[config.mk]
export PLATFORM = sky130hd
export DESIGN_NAME = wu_decode_rx_flat
export DESIGN_NICKNAME = d
export VERILOG_FILES = /design/src/rtl/wu_decode_rx_if.sv /design/src/rtl/wu_decode_rx.sv /design/src/flat_wrapper.sv
export SDC_FILE = /design/constraint.sdc
export NUM_CORES = 1
export LEC_CHECK = 0
export CORE_ASPECT_RATIO = 1.25
export CORE_MARGIN = 3
export CORE_UTILIZATION = 52
export CTS_CLUSTER_DIAMETER = 60
export DETAILED_ROUTE_END_ITERATION = 8
export HOLD_SLACK_MARGIN = 0.12
export PLACE_DENSITY = 0.81
export SLEW_MARGIN = 20
export SYNTH_ARGS = -nofsm -noshare
export SYNTH_HDL_FRONTEND = slang
export SYNTH_SLANG_ARGS = --single-unit
[constraint.sdc]
create_clock -name clk -period 5.8 [get_ports clk]
set_input_delay 1.16 -clock clk [delete_from_list [all_inputs] [get_ports clk]]
set_output_delay 1.16 -clock clk [all_outputs]
set_load 0.005 [all_outputs]
[src/rtl/wu_decode_rx_if.sv]
// rtl/wu_decode_rx_if.sv - WU memory -> WU decode beat stream and decoded-record bus
// master = memory/dispatch side (testbench), slave = wu_decode_rx.
interface wu_decode_rx_if #(
  parameter int OPT_PER_INST  = 2,
  parameter int OPT_TYPE_W    = 8,
  parameter int OPT_VALUE_W   = 16,
  parameter int OP_W          = 2,
  parameter int NUM_OPT_TYPES = 8
) ();
  logic                                  wum__wud__valid;
  logic                                  wud__wum__ready;
  logic [1:0]                            wum__wud__icntl;
  logic [1:0]                            wum__wud__dcntl;
  logic [OP_W-1:0]                       wum__wud__op;
  logic [OPT_PER_INST*OPT_TYPE_W-1:0]    wum__wud__option_type;
  logic [OPT_PER_INST*OPT_VALUE_W-1:0]   wum__wud__option_value;
  logic                                  wud__dn__valid;
  logic                                  dn__wud__ready;
  logic [OP_W-1:0]                       wud__dn__op;
  logic [NUM_OPT_TYPES-1:0]              wud__dn__opt_valid;
  logic [NUM_OPT_TYPES*OPT_VALUE_W-1:0]  wud__dn__opt_value;
  logic [3:0]                            wud__dn__desc_idx;
  logic                                  wud__dn__last_desc;
  logic                                  wud__sts__proto_err;
  logic                                  wud__sts__ovf_err;

  modport master (
    output wum__wud__valid, wum__wud__icntl, wum__wud__dcntl, wum__wud__op,
           wum__wud__option_type, wum__wud__option_value, dn__wud__ready,
    input  wud__wum__ready, wud__dn__valid, wud__dn__op, wud__dn__opt_valid,
           wud__dn__opt_value, wud__dn__desc_idx, wud__dn__last_desc,
           wud__sts__proto_err, wud__sts__ovf_err
  );

  modport slave (
    input  wum__wud__valid, wum__wud__icntl, wum__wud__dcntl, wum__wud__op,
           wum__wud__option_type, wum__wud__option_value, dn__wud__ready,
    output wud__wum__ready, wud__dn__valid, wud__dn__op, wud__dn__opt_valid,
           wud__dn__opt_value, wud__dn__desc_idx, wud__dn__last_desc,
           wud__sts__proto_err, wud__sts__ovf_err
  );
endinterface

[src/rtl/wu_decode_rx.sv]
// rtl/wu_decode_rx.sv - WU decode receiver: skid FIFO plus descriptor assembler
// Optional WU_DECODE_NOP_FILTER_EN: consume op==0 descriptors without emitting them.
module wu_decode_rx #(
  parameter int OPT_PER_INST  = 2,
  parameter int OPT_TYPE_W    = 8,
  parameter int OPT_VALUE_W   = 16,
  parameter int OP_W          = 2,
  parameter int NUM_OPT_TYPES = 8,
  parameter int FIFO_DEPTH    = 8,
  parameter int SKID          = 4
) (
  input logic         clk,
  input logic         reset_poweron,
  wu_decode_rx_if.slave bus
);
  localparam int PW = $clog2(FIFO_DEPTH);
  localparam int CW = PW + 1;

  typedef struct packed {
    logic [1:0]                          icntl;
    logic [1:0]                          dcntl;
    logic [OP_W-1:0]                     op;
    logic [OPT_PER_INST*OPT_TYPE_W-1:0]  otype;
    logic [OPT_PER_INST*OPT_VALUE_W-1:0] oval;
  } beat_t;

  typedef enum logic [1:0] {IDLE, ACCUM, EMIT} state_t;

  beat_t                                mem [FIFO_DEPTH];
  beat_t                                wr_beat, rd_beat;
  logic [PW-1:0]                        wr_ptr, rd_ptr;
  logic [CW-1:0]                        count, count_next;
  logic                                 push_ok, pop, ready_q;
  state_t                               state, state_next;
  logic [OP_W-1:0]                      rec_op, op_next;
  logic [NUM_OPT_TYPES-1:0]             rec_ov, ov_next;
  logic [NUM_OPT_TYPES*OPT_VALUE_W-1:0] rec_val, val_next;
  logic [3:0]                           desc_idx, idx_next;
  logic                                 last_desc, last_next;
  logic                                 in_instr, in_instr_next;
  logic                                 proto_set, proto_err, ovf_err;

  assign wr_beat = '{icntl: bus.wum__wud__icntl, dcntl: bus.wum__wud__dcntl,
                     op: bus.wum__wud__op, otype: bus.wum__wud__option_type,
                     oval: bus.wum__wud__option_value};
  assign rd_beat = mem[rd_ptr];

  // A full FIFO still accepts a beat when the same cycle pops one.
  assign push_ok    = bus.wum__wud__valid && ((count != CW'(FIFO_DEPTH)) || pop);
  assign count_next = count + CW'(push_ok) - CW'(pop);

  always_ff @(posedge clk) begin
    if (push_ok) mem[wr_ptr] <= wr_beat;
  end

  always_ff @(posedge clk or negedge reset_poweron) begin
    if (!reset_poweron) begin
      wr_ptr    <= '0;
      rd_ptr    <= '0;
      count     <= '0;
      ready_q   <= 1'b0;
      ovf_err   <= 1'b0;
      proto_err <= 1'b0;
    end else begin
      if (push_ok) wr_ptr <= wr_ptr + PW'(1);
      if (pop)     rd_ptr <= rd_ptr + PW'(1);
      count     <= count_next;
      ready_q   <= (CW'(FIFO_DEPTH) - count_next) > CW'(SKID);
      ovf_err   <= ovf_err | (bus.wum__wud__valid && !push_ok);
      proto_err <= proto_err | proto_set;
    end
  end

  always_ff @(posedge clk or negedge reset_poweron) begin
    if (!reset_poweron) state <= IDLE;
    else                state <= state_next;
  end

  always_ff @(posedge clk or negedge reset_poweron) begin
    if (!reset_poweron) begin
      rec_op    <= '0;
      rec_ov    <= '0;
      rec_val   <= '0;
      desc_idx  <= '0;
      last_desc <= 1'b0;
      in_instr  <= 1'b0;
    end else begin
      rec_op    <= op_next;
      rec_ov    <= ov_next;
      rec_val   <= val_next;
      desc_idx  <= idx_next;
      last_desc <= last_next;
      in_instr  <= in_instr_next;
    end
  end

  always_comb begin
    state_next    = state;
    op_next       = rec_op;
    ov_next       = rec_ov;
    val_next      = rec_val;
    idx_next      = desc_idx;
    last_next     = last_desc;
    in_instr_next = in_instr;
    proto_set     = 1'b0;
    pop           = 1'b0;
    case (state)
      IDLE, ACCUM: begin
        if (count != '0) begin
          pop = 1'b1;
          if (state == IDLE && !rd_beat.dcntl[0]) begin
            proto_set = 1'b1;
          end else begin
            // dcntl bit0 marks SOM/SOM_EOM; in ACCUM it abandons the partial record.
            if (rd_beat.dcntl[0]) begin
              if (state == ACCUM) proto_set = 1'b1;
              ov_next = '0;
              op_next = rd_beat.op;
              if (rd_beat.icntl[0]) begin
                if (in_instr) proto_set = 1'b1;
                idx_next      = '0;
                in_instr_next = 1'b1;
              end
            end
            for (int s = 0; s < OPT_PER_INST; s++) begin
              if (rd_beat.otype[s*OPT_TYPE_W +: OPT_TYPE_W] >= OPT_TYPE_W'(NUM_OPT_TYPES))
                proto_set = 1'b1;
              for (int e = 1; e < NUM_OPT_TYPES; e++) begin
                if (rd_beat.otype[s*OPT_TYPE_W +: OPT_TYPE_W] == OPT_TYPE_W'(e)) begin
                  ov_next[e] = 1'b1;
                  val_next[e*OPT_VALUE_W +: OPT_VALUE_W] = rd_beat.oval[s*OPT_VALUE_W +: OPT_VALUE_W];
                end
              end
            end
            if (rd_beat.dcntl[1]) begin
              last_next = rd_beat.icntl[1];
`ifdef WU_DECODE_NOP_FILTER_EN
              if (op_next == '0) begin
                state_next = IDLE;
                if (rd_beat.icntl[1]) in_instr_next = 1'b0;
              end else begin
                state_next = EMIT;
              end
`else
              state_next = EMIT;
`endif
            end else begin
              state_next = ACCUM;
            end
          end
        end
      end
      EMIT: begin
        if (bus.dn__wud__ready) begin
          idx_next   = desc_idx + 4'd1;
          state_next = IDLE;
          if (last_desc) in_instr_next = 1'b0;
        end
      end
      default: state_next = IDLE;
    endcase
  end

  assign bus.wud__wum__ready     = ready_q;
  assign bus.wud__dn__valid      = (state == EMIT);
  assign bus.wud__dn__op         = rec_op;
  assign bus.wud__dn__opt_valid  = rec_ov;
  assign bus.wud__dn__opt_value  = rec_val;
  assign bus.wud__dn__desc_idx   = desc_idx;
  assign bus.wud__dn__last_desc  = last_desc;
  assign bus.wud__sts__proto_err = proto_err;
  assign bus.wud__sts__ovf_err   = ovf_err;
endmodule

[src/flat_wrapper.sv]
// flat-port wrapper written by rule: the top's interface ports become plain ports
module wu_decode_rx_flat 
#(
  parameter int OPT_PER_INST  = 2,
  parameter int OPT_TYPE_W    = 8,
  parameter int OPT_VALUE_W   = 16,
  parameter int OP_W          = 2,
  parameter int NUM_OPT_TYPES = 8,
  parameter int FIFO_DEPTH    = 8,
  parameter int SKID          = 4
)
  (clk, reset_poweron, bus_wum__wud__valid, bus_wum__wud__icntl, bus_wum__wud__dcntl, bus_wum__wud__op, bus_wum__wud__option_type, bus_wum__wud__option_value, bus_dn__wud__ready, bus_wud__wum__ready, bus_wud__dn__valid, bus_wud__dn__op, bus_wud__dn__opt_valid, bus_wud__dn__opt_value, bus_wud__dn__desc_idx, bus_wud__dn__last_desc, bus_wud__sts__proto_err, bus_wud__sts__ovf_err);
  wu_decode_rx_if #(.OPT_PER_INST(OPT_PER_INST), .OPT_TYPE_W(OPT_TYPE_W), .OPT_VALUE_W(OPT_VALUE_W), .OP_W(OP_W), .NUM_OPT_TYPES(NUM_OPT_TYPES)) bus_i ();
  input logic clk;
  input logic reset_poweron;
  input wire logic [$bits(bus_i.wum__wud__valid)-1:0] bus_wum__wud__valid;
  input wire logic [$bits(bus_i.wum__wud__icntl)-1:0] bus_wum__wud__icntl;
  input wire logic [$bits(bus_i.wum__wud__dcntl)-1:0] bus_wum__wud__dcntl;
  input wire logic [$bits(bus_i.wum__wud__op)-1:0] bus_wum__wud__op;
  input wire logic [$bits(bus_i.wum__wud__option_type)-1:0] bus_wum__wud__option_type;
  input wire logic [$bits(bus_i.wum__wud__option_value)-1:0] bus_wum__wud__option_value;
  input wire logic [$bits(bus_i.dn__wud__ready)-1:0] bus_dn__wud__ready;
  output wire logic [$bits(bus_i.wud__wum__ready)-1:0] bus_wud__wum__ready;
  output wire logic [$bits(bus_i.wud__dn__valid)-1:0] bus_wud__dn__valid;
  output wire logic [$bits(bus_i.wud__dn__op)-1:0] bus_wud__dn__op;
  output wire logic [$bits(bus_i.wud__dn__opt_valid)-1:0] bus_wud__dn__opt_valid;
  output wire logic [$bits(bus_i.wud__dn__opt_value)-1:0] bus_wud__dn__opt_value;
  output wire logic [$bits(bus_i.wud__dn__desc_idx)-1:0] bus_wud__dn__desc_idx;
  output wire logic [$bits(bus_i.wud__dn__last_desc)-1:0] bus_wud__dn__last_desc;
  output wire logic [$bits(bus_i.wud__sts__proto_err)-1:0] bus_wud__sts__proto_err;
  output wire logic [$bits(bus_i.wud__sts__ovf_err)-1:0] bus_wud__sts__ovf_err;
  assign bus_i.wum__wud__valid = bus_wum__wud__valid;
  assign bus_i.wum__wud__icntl = bus_wum__wud__icntl;
  assign bus_i.wum__wud__dcntl = bus_wum__wud__dcntl;
  assign bus_i.wum__wud__op = bus_wum__wud__op;
  assign bus_i.wum__wud__option_type = bus_wum__wud__option_type;
  assign bus_i.wum__wud__option_value = bus_wum__wud__option_value;
  assign bus_i.dn__wud__ready = bus_dn__wud__ready;
  assign bus_wud__wum__ready = bus_i.wud__wum__ready;
  assign bus_wud__dn__valid = bus_i.wud__dn__valid;
  assign bus_wud__dn__op = bus_i.wud__dn__op;
  assign bus_wud__dn__opt_valid = bus_i.wud__dn__opt_valid;
  assign bus_wud__dn__opt_value = bus_i.wud__dn__opt_value;
  assign bus_wud__dn__desc_idx = bus_i.wud__dn__desc_idx;
  assign bus_wud__dn__last_desc = bus_i.wud__dn__last_desc;
  assign bus_wud__sts__proto_err = bus_i.wud__sts__proto_err;
  assign bus_wud__sts__ovf_err = bus_i.wud__sts__ovf_err;
  wu_decode_rx #(.OPT_PER_INST(OPT_PER_INST), .OPT_TYPE_W(OPT_TYPE_W), .OPT_VALUE_W(OPT_VALUE_W), .OP_W(OP_W), .NUM_OPT_TYPES(NUM_OPT_TYPES), .FIFO_DEPTH(FIFO_DEPTH), .SKID(SKID)) u_core (.clk(clk), .reset_poweron(reset_poweron), .bus(bus_i));
endmodule
==> results of run 1 <==
## cell families (layout without fill, tap and decap cells)
group	Yosys count	count (layout)	share of synthesized area [%]
DFF	574	574	71.3
and+or+nand+nor	329	329	6.88
AOI/OAI and AO/OA	183	183	7.67
muxes	129	129	10.3
buffers and inverters	114	311	2.88
adders and majority gates	10	10	0.573
xor gates and xnor gates	9	9	0.340
other	1	22	0.0162
## final cells by class
type | count | area (um^2) | share of cell area (%)
Clock inverter | 26 | 255 | 0.942
Timing Repair Buffer | 207 | 2030 | 7.48
Tap cell | 565 | 707 | 2.61
Clock buffer | 67 | 1440 | 5.29
Sequential cell | 574 | 16500 | 61.0
Inverter | 11 | 41.3 | 0.152
Multi-Input combinational cell | 677 | 6100 | 22.5
Antenna cell | 5 | 12.5 | 0.0462
## cells in the mapped netlist, types with 11 or more instances
library cell  instances  area [um^2]
and3_1               23          144
nand2_1             182          683
buf_6                15          169
mux2i_1              32          320
dfrtp_1             142         3550
a32oi_1              16          140
edfxtp_1            432        13000
o221a_1              14          158
o21a_1               18          135
nor2_1               20         75.1
buf_2                24          120
nand3_1              34          170
buf_4                18          135
o221a_2              66          743
clkbuf_1             35          131
mux2_2               11          124
o211a_1              16          160
mux4_2               81         1820
## path summary, 6_finish.rpt
| kind | start | endpoint | slack, ns | depth (start not counted) |
|---|---|---|---|---|
| min | u_core.bus.wud__sts__ovf_err | u_core.bus.wud__sts__ovf_err | 0.48 | 1 |
| min in group asynchronous | reset_poweron | u_core.bus.wud__sts__ovf_err | 0.62 | 1 |
| min reg2reg | u_core.bus.wud__sts__ovf_err | u_core.bus.wud__sts__ovf_err | 0.48 | 1 |
| max in group asynchronous | reset_poweron | u_core.bus.wud__dn__op[0] | 3.90 | 2 |
| max | u_core.rd_ptr[1] | u_core.bus.wud__dn__opt_value[33] | 1.72 | 7 |
| max reg2reg | u_core.rd_ptr[1] | u_core.bus.wud__dn__opt_value[33] | 1.72 | 7 |
## report_power, final
group	total [uW]	switching (uW)	internal [uW]
Sequential	6080	696	5380
Combinational	4950	2670	2280
Clock	3340	1490	1850
## flip-flops by register name (all words and copies together), names as in the netlist
name,count
u_core.bus.wud__dn__opt_valid,7
u_core.bus.wud__wum__ready,1
u_core.wr_ptr,3
u_core.state,2
u_core.count,4
u_core.bus.wud__sts__ovf_err,1
u_core.mem,432
u_core.bus.wud__dn__desc_idx,4
u_core.bus.wud__dn__opt_value,112
u_core.bus.wud__dn__op,2
u_core.in_instr,1
u_core.rd_ptr,3
u_core.bus.wud__sts__proto_err,1
u_core.bus.wud__dn__last_desc,1
## routing by layer
metal | up-vias | share of wire [%] | GRT usage [%] | wire, um
met5 | - | 0.049 | 0 | 27
met4 | 4 | 3.6 | 9.06 | 1980
met3 | 128 | 8.7 | 4.31 | 4790
met2 | 751 | 50 | 38.7 | 27600
met1 | 6735 | 38 | 29.9 | 20800
li1 | 5656 | - | - | -
## critical path: cells and delay by family (launching register included)
family	cells	cell delay [ns]
compound gates	4	1.21
buf+inv	1	0.73
flops	1	1.03
simple gates	2	0.89
## stage by stage
step	std cells	hold WS [ns]	setup WS, ns
after floorplan	1365	0.449	1.43
after global placement	2033	0.466	1.88
after detailed placement	2033	0.474	1.83
after CTS	2126	0.488	1.79
after global routing	2130	0.502	1.50
final	2132	0.484	1.72
==> qor.yml, run 1 <==
rows: 85
start_kind: "flop"
ys_seq_area_share_pct: 71.3
cts_tree: "yes"
gp_congestion: 0.882
dieArea_mm2: 0.0471
vias: 13274
io_pins: 205
cp.required_ns: 6.27
worstMarginPinSlew_ns: 1.02
rsz0062_at_grt: "false"
p_leak_uw: 0.00941
arrival_ns: 4.55
dpl.hpwl_um: 35300
cp_max_fo: 64
place_area_mm2: 0.0254
htreeDepth: 2
slew_headroom_pct: 32.2
syn_avg_cell_area_um2: 17.2
cellPowerDensity_mw_per_mm2: 530
port_buffers: 187
cts_max_path_buffers: 3
avgViaCountPerCell: 6.23
fill_cells: 2943
dr.first_iter.drc_count: 1330
slew_viol_final: 0
wl_per_cell_um: 25.9
synth_enable_flop_cells: 432
numCtsBuffers: 51
cts-root-buf: "clkbuf_16"
yosysUniqueCellTypes: 75
finalNetCount: 1590
fin_total_pwr_uw: 14400
critical_path.cell_chain: "buf_4 > nor2b_1 > a221oi_1 > a211oi_1 > a311o_1 > nand3_1 > o221a_2"
layout_commonest_cell: "edfxtp_1"
fmax_mhz: 245
path_clk_slew_ns: 0.07
crit_type: "flop to flop"
cp_slowest_cell: "dfrtp_4"
post-route-min-period_ns: 4.08
hold_path_class: "flop to flop"
clock_latency_ns: 0.60
die_h_um: 242
drv_cap: 0
drive_gt1_share_pct: 18.8
setup_viol: 0
final.setup.tns_ns: 0
final_cell_area_mm2: 0.0271
syn_area_mm2: 0.0232
status: "finished clean"
postCtsSetupRepairBufs: 0
start_util_pct: 53.2
endpoint_kind: "flop"
ir_drop_v: 0.000392
final_cell_mix: "edfxtp_1 (432), clkdlybuf4s50_1 (186), nand2_1 (182)"
core_mm2: 0.0435
yosys_warnings: 0
max_stage_delay_ns: 1.03
yosys_most_used_dff: "edfxtp_1"
postSynthCellCount: 1349
synthArstFlopShare_pct: 24.7
ctsResizeCount: 0
drc_errors: 0
area_growth_pct: 17.0
clock_skew_ns: 0.0202
final_util_pct: 62.3
hold_buffers: 0
grt.total_usage_pct: 23.0
clock-sinks: 574
grt_max_degree: 94
grt_pass1_wl_um: 83500
fin_crit_sh_pct: 70.3
dr.pass1.iters: 5
grt_pass1_vias: 13453
synth-seq-cells: 574
grt_overflow_total: 0
die_w_um: 195
wirelength_um: 55200
hold_violations: 0
ant_nets: 0
antenna_found_initial: 7
No activity file was read; power rests on OpenSTA's default activity.
==> inputs of run 2 (changes only) <==
--- a/config.mk
+++ b/config.mk
@@ -7,11 +7,11 @@
 export LEC_CHECK = 0
 export CORE_ASPECT_RATIO = 1.25
 export CORE_MARGIN = 3
-export CORE_UTILIZATION = 52
+export CORE_UTILIZATION = 58
 export CTS_CLUSTER_DIAMETER = 60
 export DETAILED_ROUTE_END_ITERATION = 8
 export HOLD_SLACK_MARGIN = 0.12
-export PLACE_DENSITY = 0.81
+export PLACE_DENSITY = 0.85
 export SLEW_MARGIN = 20
 export SYNTH_ARGS = -nofsm -noshare
 export SYNTH_HDL_FRONTEND = slang
==> constraint.sdc (replaced) <==
create_clock -name clk -period 3.8 [get_ports clk]
set_input_delay 0.76 -clock clk [delete_from_list [all_inputs] [get_ports clk]]
set_output_delay 0.76 -clock clk [all_outputs]
set_load 0.005 [all_outputs]
==> run 2 against run 1 <==
Against the previous run: global-route usage is 3.5 points higher; sequential cell count stayed put; critical endpoint is now u_core.bus.wud__dn__opt_value[68]; utilization is 6.9 points higher; total power is 52% higher; sequential share of layout area is 0.26 points lower; sequential power is 51% higher; hold slack worse by 0.25 ns; critical path type unchanged; via count is 4.5% higher; die area is 10% lower; count of clock-buffer cells in the layout is 1 lower; first-iteration DRC count is 31% higher; non-clock buffer count is 32 higher.
==> qor.yml, run 2 (synthesis results as in run 1) <==
start_kind: "flop"
ir_drop_v: 0.000463  # +18%
finalWorstSetupSlack_ns: 0.350  # -1.37 ns
grt_overflow_total: 0  # unchanged
grt.total_usage_pct: 26.4  # +3.5 points
setup_viol: 0  # unchanged
grt_pass1_wl_um: 84900  # +1.7%
final_cell_area_mm2: 0.0272  # +0.42%
wl_per_cell_um: 26.8  # +3.6%
hold_violations: 0  # unchanged
worstMarginPinSlew_ns: 1.05  # +0.0305 ns
dp_slack_ns: 0.480  # -1.35 ns
path_clk_slew_ns: 0.07  # about the same
cp_max_fo: 26  # -59%
drc_errors: 0  # unchanged
cellPowerDensity_mw_per_mm2: 804  # +52%
rows: 81  # -4.7%
htreeDepth: 2  # unchanged
dpl.hpwl_um: 35100  # -0.65%
r2r_slack_ns: 0.35  # -1.37 ns
cts_tree: "yes"
clock-sinks: 574  # unchanged
slew_viol_final: 0  # unchanged
reg2reg_depth: 6  # -1
grt_max_degree: 84  # -11%
crit_type: "flop to flop"
die_h_um: 229  # -5.2%
clock_latency_ns: 0.58  # -0.02 ns
final_cell_mix: "edfxtp_1 (432), clkdlybuf4s50_1 (186), nand2_1 (182)"
r2r_end: "u_core.bus.wud__dn__opt_value[68]"
hold_path_class: "input pin to async pin"
rr_startpoint: "u_core.rd_ptr[2]"
vias: 13872  # +4.5%
startpoint: "u_core.rd_ptr[2]"
largest_reg_flops: 432  # unchanged
cp.required_ns: 4.26  # -2.01 ns
clock_skew_ns: 0.0264  # +0.00622 ns
post-route-min-period_ns: 3.45  # -0.628 ns
wirelength_um: 56200  # +1.7%
avgViaCountPerCell: 6.63  # +6.5%
ctsResizeCount: 0  # unchanged
crit_end: "u_core.bus.wud__dn__opt_value[68]"
die_w_um: 185  # -5.1%
slew_headroom_pct: 30.2  # -2.0 points
start_util_pct: 58.9  # +5.7 points
port_buffers: 187  # unchanged
drv_cap: 0  # unchanged
status: "finished clean"
dieArea_mm2: 0.0424  # -10%
io_pins: 205  # unchanged
numCtsBuffers: 50  # -2.0%
layout_commonest_cell: "edfxtp_1"
hold_buffers: 0  # unchanged
final.setup.tns_ns: 0  # unchanged
place_area_mm2: 0.0257  # +1.2%
fin_crit_sh_pct: 90.8  # +20 points
endpoint_kind: "flop"
cts_max_path_buffers: 3  # unchanged
grt_pass1_vias: 13680  # +1.7%
regMostFlops: "u_core.mem"
core_mm2: 0.0393  # -9.6%
rsz0062_at_grt: "false"
postCtsSetupRepairBufs: 0  # unchanged
cts-root-buf: "clkbuf_16"
dr.first_iter.drc_count: 1738  # +31%
ant_nets: 0  # unchanged
drive_gt1_share_pct: 19.7  # +0.90 points
p_leak_uw: 0.00951  # +1.1%
finalNetCount: 1621  # +1.9%
antenna_found_initial: 4  # -3
area_growth_pct: 17.5
arrival_ns: 3.91  # -0.64 ns
holdWs_ns: 0.237  # -0.247 ns
dr.pass1.iters: 6  # +1
gp_congestion: 0.894  # +1.4%
fmax_mhz: 290  # +18%
[run 2: cell count changes in the layout (fill, tap and decap cells not counted), moves of 2 or more]
cell	change
clkinv_1	+3
clkbuf_1	+7
clkinv_2	-3
buf_12	+12
clkbuf_4	-2
clkinv_16	-2
clkbuf_8	-5
clkinvlp_4	-2
buf_4	+21
diode_2	-2
clkinvlp_2	+3
[run 2: power breakdown]
group	leakage [uW]	internal (uW)	switching, uW
combinational	0.00309	3700	4260
clock	0.000733	2580	2170
sequential	0.00568	8210	955
[run 2: worst min path at each step]
stage,endpoint,slack (ns),cells past startpoint
after global placement,u_core.bus.wud__sts__ovf_err,0.46,1
final,u_core.count[0],0.24,1
after CTS,u_core.count[0],0.27,1
after floorplan,u_core.in_instr,0.45,1
after global routing,u_core.count[2],0.28,1
after detailed placement,u_core.bus.wud__sts__ovf_err,0.46,1
[run 2: per-stage QoR]
stage	std cells	total power [uW]	utilization, %
2_1_floorplan	1365	13700	-
3_3_place_gp	1999	16700	65.4
3_5_place_dp	1999	17000	65.4
4_1_cts	2090	21900	69.2
5_1_grt	2092	22800	69.2
6_report	2093	21900	69.2
[run 2: final cells by class]
| class | count | area, um^2 |
|---|---|---|
| clock inverters | 25 | 154 |
| diodes | 3 | 7.51 |
| fillers | 2349 | 12100 |
| well taps | 498 | 623 |
| inverters | 11 | 41.3 |
| flip-flops and latches | 574 | 16500 |
| clock buffers | 66 | 1350 |
| repair buffers | 239 | 2410 |
| multi-input cells | 677 | 6100 |
[run 2: worst max-delay path: stages (launching register included)]
cell and delay, ns:
dfrtp_1 1.03, nor2b_1 0.28, a22oi_1 0.46, or4b_4 0.57
nor3b_4 0.63, a32oi_1 0.22, o21a_1 0.14
[run 2: metal layers]
metal	track usage, %	part of all wire, %	routed length (um)
met3	5.15	9.6	5420
met5	0	0.023	13
met4	10.2	4.3	2400
met2	43.1	49	27500
met1	35.7	37	20800
